<file path="src/rtl/mdu_iter_if.sv">
// Issue/result bundle for the iterative multiply/divide unit.
// The slave side is the MDU; the master side is the decoder (or a bench).
interface mdu_iter_if #(parameter int WIDTH = 32);
  logic             start;
  logic [2:0]       op;
  logic [WIDTH-1:0] a;
  logic [WIDTH-1:0] b;
  logic             flush;
  logic             busy;
  logic             done;
  logic             div_zero;
  logic [WIDTH-1:0] hi;
  logic [WIDTH-1:0] lo;

  modport slave  (input  start, op, a, b, flush,
                  output busy, done, div_zero, hi, lo);
  modport master (output start, op, a, b, flush,
                  input  busy, done, div_zero, hi, lo);
endinterface

</file>
<file path="src/rtl/mdu_iter.sv">
// Iterative MIPS-style multiply/divide unit with HI/LO registers.
// One result bit per cycle: shift-add multiply, restoring divide. Signed ops
// run on magnitudes, and a final FIX cycle restores the signs.
// Optional: define MDU_EARLY_OUT_EN to skip CALC for trivial operands
// (zero multiply operand, or dividend magnitude below divisor magnitude).
module mdu_iter #(
  parameter int WIDTH = 32
) (
  input  logic        CLK,
  input  logic        RST_N,
  mdu_iter_if.slave   bus
);

  localparam int CW = $clog2(WIDTH);
  localparam logic [CW-1:0] LAST = CW'(WIDTH - 1);

  typedef enum logic [1:0] {S_IDLE, S_CALC, S_FIX} state_t;

  state_t             state_q;
  logic [CW-1:0]      iter_q;
  logic [2*WIDTH-1:0] acc_q;      // mul: {partial, multiplier}; div: {remainder, quotient}
  logic [WIDTH-1:0]   opnd_q;     // multiplicand or divisor magnitude
  logic [WIDTH-1:0]   a_raw_q;    // original dividend, returned as HI on divide by zero
  logic               is_div_q;
  logic               neg_q;      // product / quotient needs negation
  logic               rneg_q;     // remainder needs negation
  logic               dz_q;       // divide by zero detected at accept
  logic               busy_q, done_q, div_zero_q;
  logic [WIDTH-1:0]   hi_q, lo_q;

  logic               sgn_d;
  logic [WIDTH-1:0]   a_mag_d, b_mag_d;
  logic               fast_d;
  logic [WIDTH:0]     sum_d, rem_sh_d, diff_d;
  logic [2*WIDTH-1:0] mul_nxt_d, div_nxt_d, prod_d;
  logic [WIDTH-1:0]   fix_hi_d, fix_lo_d;

  assign bus.busy     = busy_q;
  assign bus.done     = done_q;
  assign bus.div_zero = div_zero_q;
  assign bus.hi       = hi_q;
  assign bus.lo       = lo_q;

  // Operand magnitudes at issue, one iteration step, and the sign-fixed result.
  always_comb begin
    sgn_d   = ~bus.op[0];
    a_mag_d = (sgn_d && bus.a[WIDTH-1]) ? (WIDTH'(0) - bus.a) : bus.a;
    b_mag_d = (sgn_d && bus.b[WIDTH-1]) ? (WIDTH'(0) - bus.b) : bus.b;
`ifdef MDU_EARLY_OUT_EN
    fast_d  = bus.op[1] ? ((b_mag_d != '0) && (a_mag_d < b_mag_d))
                        : ((bus.a == '0) || (bus.b == '0));
`else
    fast_d  = 1'b0;
`endif

    // Shift-add: add the multiplicand when the multiplier LSB is set, then shift right.
    sum_d     = acc_q[0] ? ({1'b0, acc_q[2*WIDTH-1:WIDTH]} + {1'b0, opnd_q})
                         : {1'b0, acc_q[2*WIDTH-1:WIDTH]};
    mul_nxt_d = {sum_d, acc_q[WIDTH-1:1]};

    // Restoring divide: shift in the next dividend bit, keep the difference if no borrow.
    rem_sh_d  = acc_q[2*WIDTH-1:WIDTH-1];
    diff_d    = rem_sh_d - {1'b0, opnd_q};
    div_nxt_d = diff_d[WIDTH] ? {rem_sh_d[WIDTH-1:0], acc_q[WIDTH-2:0], 1'b0}
                              : {diff_d[WIDTH-1:0],   acc_q[WIDTH-2:0], 1'b1};

    prod_d = neg_q ? ((2*WIDTH)'(0) - acc_q) : acc_q;
    if (!is_div_q) begin
      fix_hi_d = prod_d[2*WIDTH-1:WIDTH];
      fix_lo_d = prod_d[WIDTH-1:0];
    end else if (dz_q) begin
      fix_hi_d = a_raw_q;
      fix_lo_d = '1;
    end else begin
      fix_hi_d = rneg_q ? (WIDTH'(0) - acc_q[2*WIDTH-1:WIDTH]) : acc_q[2*WIDTH-1:WIDTH];
      fix_lo_d = neg_q  ? (WIDTH'(0) - acc_q[WIDTH-1:0])       : acc_q[WIDTH-1:0];
    end
  end

  // Control FSM with registered outputs; flush only acts while busy, and wins over start.
  always_ff @(posedge CLK) begin
    if (!RST_N) begin
      state_q    <= S_IDLE;
      iter_q     <= '0;
      acc_q      <= '0;
      opnd_q     <= '0;
      a_raw_q    <= '0;
      is_div_q   <= 1'b0;
      neg_q      <= 1'b0;
      rneg_q     <= 1'b0;
      dz_q       <= 1'b0;
      busy_q     <= 1'b0;
      done_q     <= 1'b0;
      div_zero_q <= 1'b0;
      hi_q       <= '0;
      lo_q       <= '0;
    end else begin
      done_q <= 1'b0;
      unique case (state_q)
        S_IDLE: begin
          if (bus.start && !bus.flush) begin
            case (bus.op)
              3'd4: hi_q <= bus.a;
              3'd5: lo_q <= bus.a;
              3'd0, 3'd1, 3'd2, 3'd3: begin
                busy_q     <= 1'b1;
                div_zero_q <= 1'b0;
                iter_q     <= '0;
                is_div_q   <= bus.op[1];
                neg_q      <= sgn_d & (bus.a[WIDTH-1] ^ bus.b[WIDTH-1]);
                rneg_q     <= sgn_d & bus.a[WIDTH-1];
                dz_q       <= bus.op[1] && (bus.b == '0);
                a_raw_q    <= bus.a;
                opnd_q     <= bus.op[1] ? b_mag_d : a_mag_d;
                if (fast_d) begin
                  // Trivial result: product 0, or quotient 0 with remainder |a|.
                  acc_q   <= bus.op[1] ? {a_mag_d, {WIDTH{1'b0}}} : '0;
                  state_q <= S_FIX;
                end else begin
                  acc_q   <= bus.op[1] ? {{WIDTH{1'b0}}, a_mag_d} : {{WIDTH{1'b0}}, b_mag_d};
                  state_q <= S_CALC;
                end
              end
              default: ;
            endcase
          end
        end
        S_CALC: begin
          if (bus.flush) begin
            busy_q  <= 1'b0;
            state_q <= S_IDLE;
          end else begin
            acc_q  <= is_div_q ? div_nxt_d : mul_nxt_d;
            iter_q <= iter_q + 1'b1;
            if (iter_q == LAST) state_q <= S_FIX;
          end
        end
        S_FIX: begin
          busy_q  <= 1'b0;
          state_q <= S_IDLE;
          if (!bus.flush) begin
            hi_q       <= fix_hi_d;
            lo_q       <= fix_lo_d;
            div_zero_q <= dz_q;
            done_q     <= 1'b1;
          end
        end
        default: begin
          busy_q  <= 1'b0;
          state_q <= S_IDLE;
        end
      endcase
    end
  end

endmodule

</file>
<file path="src/flat_wrapper.sv">
// flat-port wrapper written by rule: the top's interface ports become plain ports
module mdu_iter_flat 
#(
  parameter int WIDTH = 32
)
  (CLK, RST_N, bus_start, bus_op, bus_a, bus_b, bus_flush, bus_busy, bus_done, bus_div_zero, bus_hi, bus_lo);
  mdu_iter_if #(.WIDTH(WIDTH)) bus_i ();
  input  logic CLK;
  input  logic RST_N;
  input wire logic [$bits(bus_i.start)-1:0] bus_start;
  input wire logic [$bits(bus_i.op)-1:0] bus_op;
  input wire logic [$bits(bus_i.a)-1:0] bus_a;
  input wire logic [$bits(bus_i.b)-1:0] bus_b;
  input wire logic [$bits(bus_i.flush)-1:0] bus_flush;
  output wire logic [$bits(bus_i.busy)-1:0] bus_busy;
  output wire logic [$bits(bus_i.done)-1:0] bus_done;
  output wire logic [$bits(bus_i.div_zero)-1:0] bus_div_zero;
  output wire logic [$bits(bus_i.hi)-1:0] bus_hi;
  output wire logic [$bits(bus_i.lo)-1:0] bus_lo;
  assign bus_i.start = bus_start;
  assign bus_i.op = bus_op;
  assign bus_i.a = bus_a;
  assign bus_i.b = bus_b;
  assign bus_i.flush = bus_flush;
  assign bus_busy = bus_i.busy;
  assign bus_done = bus_i.done;
  assign bus_div_zero = bus_i.div_zero;
  assign bus_hi = bus_i.hi;
  assign bus_lo = bus_i.lo;
  mdu_iter #(.WIDTH(WIDTH)) u_core (.CLK(CLK), .RST_N(RST_N), .bus(bus_i));
endmodule
</file>
<file path="config.mk">
export PLATFORM = sky130hd
export DESIGN_NAME = mdu_iter_flat
export DESIGN_NICKNAME = d
export VERILOG_FILES = /design/src/rtl/mdu_iter_if.sv /design/src/rtl/mdu_iter.sv /design/src/flat_wrapper.sv
export SDC_FILE = /design/constraint.sdc
export NUM_CORES = 1
export LEC_CHECK = 0
export ABC_AREA = 1
export CORE_MARGIN = 10
export CORE_UTILIZATION = 35
export DETAILED_ROUTE_END_ITERATION = 7
export DONT_BUFFER_PORTS = 1
export PLACE_DENSITY_LB_ADDON = 0.2
export SLEW_MARGIN = 5
export SYNTH_ARGS = -nofsm -noshare
export SYNTH_HDL_FRONTEND = slang
export SYNTH_SLANG_ARGS = --single-unit
</file>
<file path="constraint.sdc">
create_clock -name CLK -period 4.3 [get_ports CLK]
set_clock_uncertainty 0.2 [all_clocks]
set_input_delay 0.645 -clock CLK [delete_from_list [all_inputs] [get_ports CLK]]
set_output_delay 0.645 -clock CLK [all_outputs]
set_load 0.01 [all_outputs]
</file>
* Yosys cells after proc, flatten, opt, wreduce, memory -nomap -nowiden
Cells that the tools add are included.
** Storage, ports and cells
- ROM bits :: 0
- Bits in writable memories :: 0
- Output and inout bits :: 67
- Input port bits :: 71
- Bits in registers :: 206
- Memories :: 0
- Word-level logic and storage cells :: 105
- Latch bits :: 0
** Operators by class
- Div/mod/pow operators :: 0
- Bitwise gates (word level) :: 4
- $lt $le $gt $ge :: 0
- Multiply operators :: 0
- $add $sub $neg :: 8
- Reduce and logical (&&, ||, !) cells :: 19
- Eq/ne operators :: 16
- Shifts and indexed selects :: 0
- Multiplexer cells :: 44
** Operators by type and width (count)
- two-way mux 32 bit :: 16
- two-way mux 64 bit :: 6
- case mux 32 bit (2 select lines) :: 2
- case mux 64 bit (2 select lines) :: 1
- subtractor 1 x 32 -> 32 bit (first input constant) :: 4
- subtractor 1 x 64 -> 64 bit (first input constant) :: 1
- adder 32 x 32 -> 33 bit :: 1
- two-way mux 33 bit :: 1
- subtractor 33 x 32 -> 33 bit :: 1
- logical NOT 32 bit :: 1
- AND reduction 4 bit :: 4
- two-way mux 5 bit :: 3
- != test 2 bit (second input constant) :: 6
- case mux 5 bit (2 select lines) :: 1
- AND reduction 3 bit :: 3
- two-way mux 2 bit :: 4
- two-way mux 1 bit :: 7
- equality test 3 x 2 -> 1 bit (second input constant) :: 2
- equality test 3 bit (second input constant) :: 2
- adder 5 x 1 -> 5 bit (second input constant) :: 1
- equality test 5 bit (second input constant) :: 1
- logical AND 1 bit :: 4
- case mux 1 bit (2 select lines) :: 2
- case mux 2 bit (2 select lines) :: 1
- other kinds (14) :: 16

* Depth between registers and ports, before layout
Gate-level depths: netlist of the first run.
- Word-level depth :: 7
- Depth in mapped cells :: 20
- Mapped depth without buffers :: 19

* Worst setup path after synthesis of the first run
No wires, ideal clock.
- Path kind :: register -> register
- Start :: register u_core.acc_q[32]
- End :: register u_core.acc_q[62]
- Cell stages (with the launch flop) :: 20
- Setup time :: 140 ps
- Data arrival time :: 2200 ps
- Required time :: 3960 ps
- Path slack :: 1760 ps
- Period minus slack after synthesis :: 2540 ps
- Buffers on the path :: 1
- Cells stage by stage :: dfxtp_1 -> clkinv_1 -> fa_1 -> inv_1 -> nand2_1 -> nand2_1 -> nand3_1 -> nand2_2 -> nand2_1 -> nand2_2 -> nand2_4 -> nand2_2 -> nand2_2 -> nand2_2 -> buf_6 -> nand2_1 -> nand2_1 -> nand2_1 -> nand2_1 -> a21oi_1
** On the way
- Longest elaborated chain between the ends :: 5
- Elaborated cells between the ends (all ways) :: 7
- Those cells by class :: 2 x add/sub; 5 x mux
** RTL lines
- start, declared :: line mdu_iter.sv:21 : logic [2*WIDTH-1:0] acc_q;
- start signal, assigned :: line mdu_iter.sv:117 : acc_q <= bus.op[1] ? {a_mag_d, {WIDTH{1'b0}}} : '0;
- start signal, assigned :: line mdu_iter.sv:120 : acc_q <= bus.op[1] ? {{WIDTH{1'b0}}, a_mag_d} : {{WIDTH{1'b0}}, b_mag_d};
- start signal, assigned :: line mdu_iter.sv:133 : acc_q <= is_div_q ? div_nxt_d : mul_nxt_d;
- subtractor 33 x 32 -> 33 bit / adder 32 x 32 -> 33 bit (equally long branches) :: line mdu_iter.sv:63, mdu_iter.sv:57
- two-way mux 64 bit / two-way mux 33 bit (equally long branches) :: line mdu_iter.sv:64, mdu_iter.sv:57
- two-way mux 64 bit (*) :: line mdu_iter.sv:133
- two-way mux 64 bit (*) :: line mdu_iter.sv:129 : if (bus.flush) begin
- case mux 64 bit (2 select lines) (*) :: line mdu_iter.sv:99 : unique case (state_q)
Every way passes the cells marked *; elsewhere a longest branch is shown, timed or not. The select of a mux whose other input is x is not followed.
A chain may end at the register's enable or synchronous reset.

* Final worst setup path of the first run
Ends and elaborated chain as after synthesis.

==> results of run 1 <==
-- registers in the layout, summed over array words and instances (netlist names), 2 cells and up --
register / cells
u_core.bus.hi: 32
u_core.opnd_q: 32
u_core.acc_q: 64
u_core.bus.lo: 32
u_core.iter_q: 5
u_core.state_q: 2
u_core.a_raw_q: 32
-- layout by cell type, fill, tap and decap left out, types with 13 or more instances in the layout --
cell type,synthesis,layout
xnor2_1,14,14
xor2_1,58,58
ha_1,70,70
nand2_2,13,13
o21ai_1,14,14
a21oi_2,13,13
clkbuf_16,0,25
inv_1,494,494
nor3_1,41,41
o21ai_0,287,287
a21oi_1,328,328
o22ai_1,32,32
nand3b_1,13,13
o211ai_1,28,28
nand2_1,1045,1045
buf_4,2,50
nand3_1,290,290
dfxtp_1,206,204
a31oi_1,13,13
nand4_1,30,30
or2_2,15,15
nor2_1,395,391
-- cells by family (layout without fill, tap and decap cells) --
logic type      Yosys count  in the layout  synth area share
compound gates          752            752             0.201
xor+xnor                 72             72            0.0313
fa+ha+maj                72             72            0.0454
buf+inv                 676            608             0.131
flops                   206            206             0.205
simple gates           1877           1877             0.387
-- where the power goes --
| group | internal, mW | switching [mW] |
|---|---|---|
| logic | 0.424 | 1.15 |
| registers | 1.98 | 0.0907 |
| clock network | 1.21 | 0.967 |
| total | 3.61 | 2.21 |
-- worst max-delay path by stage --
stage	start	endpoint	slack, ns	cells after the start
3_5_place_dp	u_core.acc_q[32]	u_core.acc_q[62]	0.72	18
2_1_floorplan	u_core.acc_q[32]	u_core.acc_q[62]	1.76	19
4_1_cts	u_core.acc_q[32]	u_core.acc_q[62]	0.76	18
5_1_grt	u_core.acc_q[32]	u_core.acc_q[62]	0.48	18
3_3_place_gp	u_core.acc_q[32]	u_core.acc_q[62]	0.82	18
6_report	u_core.acc_q[32]	u_core.acc_q[62]	0.71	18
-- metal layers --
layer / track usage / part of all wire / vias up
met2: 0.423 / 0.43 / 1085
met5: 0 / 0 / -
met4: 0.119 / 0.047 / 0
met3: 0.0580 / 0.094 / 186
li1: - / - / 11600
met1: 0.365 / 0.43 / 11000
-- metrics by stage --
step	util	power, mW
finish	0.382	5.82
global route	0.382	6.04
CTS	0.382	5.78
detailed placement	0.367	3.63
global placement	0.367	3.64
floorplan	-	3.17
-- critical path: stages, from the launching register on --
cell,delay (ns)
dfxtp_1,0.51
clkinv_1,0.38
fa_1,0.51
inv_1,0.07
nand2_1,0.07
nand2_1,0.10
nand3_1,0.09
nand2_2,0.12
nand2_1,0.09
nand2_2,0.09
nand2_4,0.06
nand2_2,0.09
nand2_2,0.06
nand2_2,0.56
nand2_1,0.13
nand2_1,0.10
nand2_1,0.05
nand2_1,0.09
a21oi_1,0.05
-- cells in the mapped netlist, drive strengths merged, types with 6 or more instances --
| cell | count | share of area |
|---|---|---|
| or2 | 15 | 0.0047 |
| nor2 | 407 | 0.078 |
| o31ai | 10 | 0.0037 |
| a31oi | 13 | 0.0040 |
| nand3b | 13 | 0.0048 |
| o21ai | 305 | 0.077 |
| nand4 | 30 | 0.0093 |
| inv | 503 | 0.094 |
| buf | 57 | 0.016 |
| clkbuf | 110 | 0.021 |
| ha | 70 | 0.043 |
| nand3 | 293 | 0.073 |
| nor3 | 44 | 0.012 |
| dfxtp | 206 | 0.20 |
| and2 | 6 | 0.0020 |
| o21bai | 7 | 0.0026 |
| xnor2 | 14 | 0.0061 |
| o211ai | 28 | 0.010 |
| clkinv | 6 | 0.0012 |
| a21oi | 341 | 0.087 |
| xor2 | 58 | 0.025 |
| nand2 | 1061 | 0.20 |
| o22ai | 32 | 0.0099 |
-- cell type report --
type | count | area (sq um)
clock buffer | 35 | 703
clock inverter | 10 | 98.8
fill | 6446 | 35100
inverter | 509 | 1910
multi-input combinational | 2773 | 13400
sequential | 206 | 4130
tap | 756 | 946
timing repair buffer | 54 | 445
==> results.txt, run 1 <==
- Data on the critical path arrives at its endpoint at around 3.8 ns.
* Core region area: 56700 sq um
* Final weighted congestion in routability-driven placement: 1.02
- CTS built an H-tree with a depth of 1.
- Final worst path period share: 0.836
- CP Max Fanout: 30
- Final-report hold violation count: 0
- The flow ran to the end, and the final reports show no timing, DRC or antenna violations.
- The initial utilization of the core area, before any placement, comes to 0.356.
- Via count: between 20000 and 25000
- Power density of the placed cells: 269 nW/um^2
- Count of unresolved DRC violations after routing: 0
- Number of instances resized during post-cts repair: 0
- I/O Pins: 138
- The clock drives 206 sinks.
- End of the worst hold path: u_core.bus.lo[15]
* Number of cells on the worst reg-to-reg path: 18
* Num CTS Buffers: 25
- Final setup TNS: 0 ns
- CP Capture Type: flop
* Pin count of the biggest net entering global routing: 138
- Along the worst hold path, the cell count comes to 2.
- Counting every instance in the synthesized netlist gives 3655.
- Setup-failing EPs final: 0
- Measured along the x axis, the die boundary spans 260 microns.
* Clock latency reported for the late side of the worst-skew pair: roughly 0.6 ns
- Count of unique library cells instantiated by Yosys: 53
- Number of port buffers: 0
- The number of antenna violations at the first check in global routing came to 1.
* Chip height: 260 microns
- In this run, placement finished with an instance count of 4297.
* Clock slew seen by the registers of the worst setup and hold paths: 0.06 ns
- Buffers added to address setup during post-CTS repair amount to 0.
* Die Outline Area: 67600 sq um
- In the global route stage, overall resource usage came out at 0.275.
* Number of nets in the layout: 3712
* Minimum clock period: 3.59 ns
- Terminus of the critical flop-to-flop path: u_core.acc_q[62]
* DR iter-0 viols: 2734
* Cell Count, Final, Fillers Out: 4343
- The initialized floorplan defines 87 standard-cell rows.
- Max-cap violations in this run came to 0.
- Number of detailed-routing iterations run before antenna repair: 8
- Flop2flop setup slack: 0.71 ns
- Setup repair after global routing left no endpoint under its margin.
- Once placement finished, the instance area stood at 20800 sq um.
- Global-route wire length before repair: ~140000 microns
- After routing the design area is 21600 sq um.
- Average footprint of a synthesized cell: 5.52 sq um
* Netlist Area Pre-Place: 20200 sq um
* Portion of the post-synthesis area used by sequential elements: 0.205
- Flip-flop and latch count after synthesis: ~200
- Root Buffer Master: clkbuf_16
- Hold path start: RST_N
* Clock tree from TritonCTS: yes
- Routed wire length: 97000 microns
* Synth-to-Final Area Change: 7.37%
* Pre-CTS setup slack: around 0.72 ns
- Leak pwr: 10.6 nW
* Remaining global-route overflow: 0
* Net Count, Synth: 3798
- YS warnings: 0
* Final worst slack: 0.705 ns
- Hold timing on the final database bottoms out at a slack of 0.0235 ns.
* Antenna Cells: 0
- STA classifies the critical path startpoint as a flop.
- Ratio of cells with drive above 1 in the final layout: 0.0491
- In the synthesized netlist the dominant register cell turns out to be dfxtp_1.
- Worst rel slew slack: 0.301
- The synthesized design contains 0 enable-type register cells.
- In this run the deepest clock path goes through 3 buffers.
* Async S/R FF share, synth: 0
- Across the VDD grid, the largest voltage drop is 0.000308 V.
* HPWL Detailed: 76900 microns
- In this run the critical register-to-register path is launched from u_core.acc_q[32].
* CP required: 4.53 ns
- After detailed routing, the number of vias per cell comes to about 5.5.
* Wire length per cell: 22.3 microns
- The worst setup path is of the flop to flop kind.
* Max Transition Viols Final: 0
- Highest achievable clock rate: 278 MHz
- The number of global-route vias before repair was 21600.
- Post-detailed-route count of antenna-violating nets: 0
- Count of hold-fix buffers inserted at cts: 1
- The worst hold path belongs to the class input pin to flop.
- At the pin with the least slew margin, the transition time is 1.04 ns.
(Power assumes the default switching activity.)
==> run 2, diff against run 1 <==
Clock period 4.3 ns to 3.3 ns, I/O delays scaled along.
==> results.txt, run 2 (synthesis gave the netlist of run 1 again) <==
* Count of unresolved DRC violations after routing: 0
- The tightest hold path in the finished design has a slack of about 0.014 ns.
* Class of the tightest hold or removal check: input pin to flop
- Flop2flop setup slack: 0.14 ns
- Beginning of the critical path: u_core.acc_q[32]
* I/O Pins: around 140
- The clock passes through at most 3 buffers.
- Clock latency reported for the late side of the worst-skew pair: 0.59 ns
- Number of port buffers: 0
- Chip height: 260 microns
- The count of pins over their slew limit is 0.
* Worst rel slew slack: 0.411
* Die Outline Area: 67600 sq um
- Final setup TNS: 0 ns
- Remaining global-route overflow: 0
* Gr usage total: 0.285
* Synth-to-Final Area Change: 10.2%
- In this run the worst path has a maximum fanout of 17.
* Data arrival time at the worst-slack endpoint: 3.45 ns
- Peak supply drop: approximately 0.00037 V
- Worst setup path endpoint: u_core.acc_q[36]
- STA classifies the critical path startpoint as a flop.
* Final weighted congestion in routability-driven placement: 1.04
- The endpoint identified for the worst register-to-register timing path is u_core.acc_q[36].
* Number of cells on the worst reg-to-reg path: 18
- CP Capture Type: flop
- In this run the core area contains 87 standard-cell rows.
- After clock tree synthesis, the clock-pin slew on the worst setup and hold paths is 0.06 ns.
- The first global-routing pass estimated 146000 microns of wire.
* Clock tree sinks: 206
- The region available for standard cell placement spans approximately 57000 sq um.
- The total count of hold-check failures in the final report came to 0.
- At the pin with the least slew margin, the transition time is 0.882 ns.
* Leak pwr: 11.0 nW
- Wires add up to 101000 microns.
* Number of nets in the layout: about 3800
- Highest achievable clock rate: 317 MHz
- The detailed router finished its first iteration with 3288 violations.
- Setup violations remaining at the end of the flow were counted as 0.
- Clock tree synthesis inserted a total of 26 buffers.
- Max-cap violations in this run came to 0.
- Effective utilization at floorplan: 0.356
- The startpoint identified for the worst register-to-register timing path is u_core.acc_q[32].
- Power density of the placed cells: 363 nW/um^2
- In the final layout, the share of cells above drive strength 1 is 0.0612.
- Most flops, register: u_core.acc_q
- CTS built an H-tree with a depth of 1.
* Number of flip-flops under the largest register name: 64
- Minimum clock period: 3.16 ns
- Setup repair after global routing left no endpoint under its margin.
* Leading cell type in the layout, fill and taps excluded: nand2_1
- TritonCTS built the clock tree.
* Most frequent cells in the layout: 1045 x nand2_1, 494 x inv_1, 391 x nor2_1, 328 x a21oi_1, 290 x nand3_1
* Number of vias per cell: 5.57
- Start-to-end type of the worst setup path: flop to flop
- Once detail routing completed, the nets flagged for antenna violations numbered 0.
* Wire length per cell: 22.9 microns
- Die span in x: 260 microns
- For this block, the via count after detailed routing is roughly 24000.
* Antenna violations before repair: 1
- Detailed placement ended at an HPWL of 80100 microns.
- Number of detailed-routing iterations run before antenna repair: 6
- Dividing the final minimum period by the clock period gives 0.957.
- Vias in the first global route: 21800
* Root Buffer Master: clkbuf_16
- CP required: 3.59 ns
- The run finished with clean final reports.
- Entering global routing, the biggest net connects 136 pins.
==> run 2: cell types whose count changed in the layout (fill, tap and decap cells not counted), sizes merged, moves of 2 or more <==
cell / previous run / this run
clkinv: 12 / 10
buf: 53 / 97
bufinv: 1 / 5
clkbuf: 35 / 32
clkinvlp: 2 / 4
dlygate4sd3: 1 / 14
==> run 2: worst min path at each step <==
| stage | from | end | slack (ns) | cells after the start |
|---|---|---|---|---|
| 2_1_floorplan | u_core.iter_q[4] | u_core.iter_q[4] | 0.24 | 2 |
| 3_3_place_gp | u_core.iter_q[4] | u_core.iter_q[4] | 0.26 | 2 |
| 3_5_place_dp | u_core.iter_q[4] | u_core.iter_q[4] | 0.27 | 2 |
| 4_1_cts | bus_a[26] | u_core.a_raw_q[26] | 0.002 | 2 |
| 5_1_grt | bus_a[26] | u_core.a_raw_q[26] | 0.01 | 2 |
| 6_report | bus_op[0] | u_core.acc_q[31] | 0.01 | 4 |
==> run 2: layout make-up <==
cell class / instances / area, sq um
Fill cell: 6462 / 34500
Timing Repair Buffer: 111 / 913
Antenna cell: 1 / 2.50
Tap cell: 756 / 946
Clock inverter: 13 / 211
Sequential cell: 206 / 4130
Inverter: 509 / 1910
Multi-Input combinational cell: 2773 / 13400
Clock buffer: 32 / 693
==> run 2: power by group <==
part	internal [mW]	switching [mW]
clock	1.88	1.28
combinational	0.599	1.61
sequential	2.58	0.116
total	5.05	3.00
==> run 2: critical path, stage by stage (launching register included) <==
cell,delay (ns)
dfxtp_1,0.56
clkinv_1,0.20
fa_1,0.47
inv_1,0.09
nand2_1,0.07
nand2_1,0.10
nand3_1,0.09
nand2_2,0.13
nand2_1,0.10
nand2_2,0.10
nand2_4,0.06
nand2_2,0.09
nand2_4,0.07
nand2_4,0.20
buf_12,0.19
nand2_1,0.06
nand3_1,0.06
nand3_1,0.09
a21oi_1,0.13
==> run 2: per-stage QoR <==
| stage | std cells | setup slack, ns | area, sq um | utilization | total power [mW] |
|---|---|---|---|---|---|
| final | 4401 | 0.142 | 22200 | 0.392 | 8.06 |
| after global routing | 4400 | 0.0241 | 22200 | 0.392 | 8.32 |
| after CTS | 4400 | 0.215 | 22200 | 0.392 | 7.98 |
| after detailed placement | 4340 | 0.237 | 21100 | 0.373 | 4.82 |
| after global placement | 4340 | 0.251 | 21100 | 0.373 | 4.83 |
| after floorplan | 3655 | 0.760 | 20200 | - | 4.13 |
==> run 2: what timing repair did <==
item | 4_1_cts | 5_1_grt
hold endpoints to repair | 144 | 0
setup endpoints to repair | 0 | 1
setup buffers | 0 | 0
hold buffers | 15 | 0
gates resized for setup | 0 | 1
==> run 2: metal layers <==
layer | up-vias | wire length, microns | GRT usage
li1 | 11700 | - | -
met1 | 11200 | 42300 | 0.382
met2 | 1304 | 42700 | 0.430
met3 | 228 | 10700 | 0.0648
met4 | 0 | 5230 | 0.124
met5 | - | 0 | 0
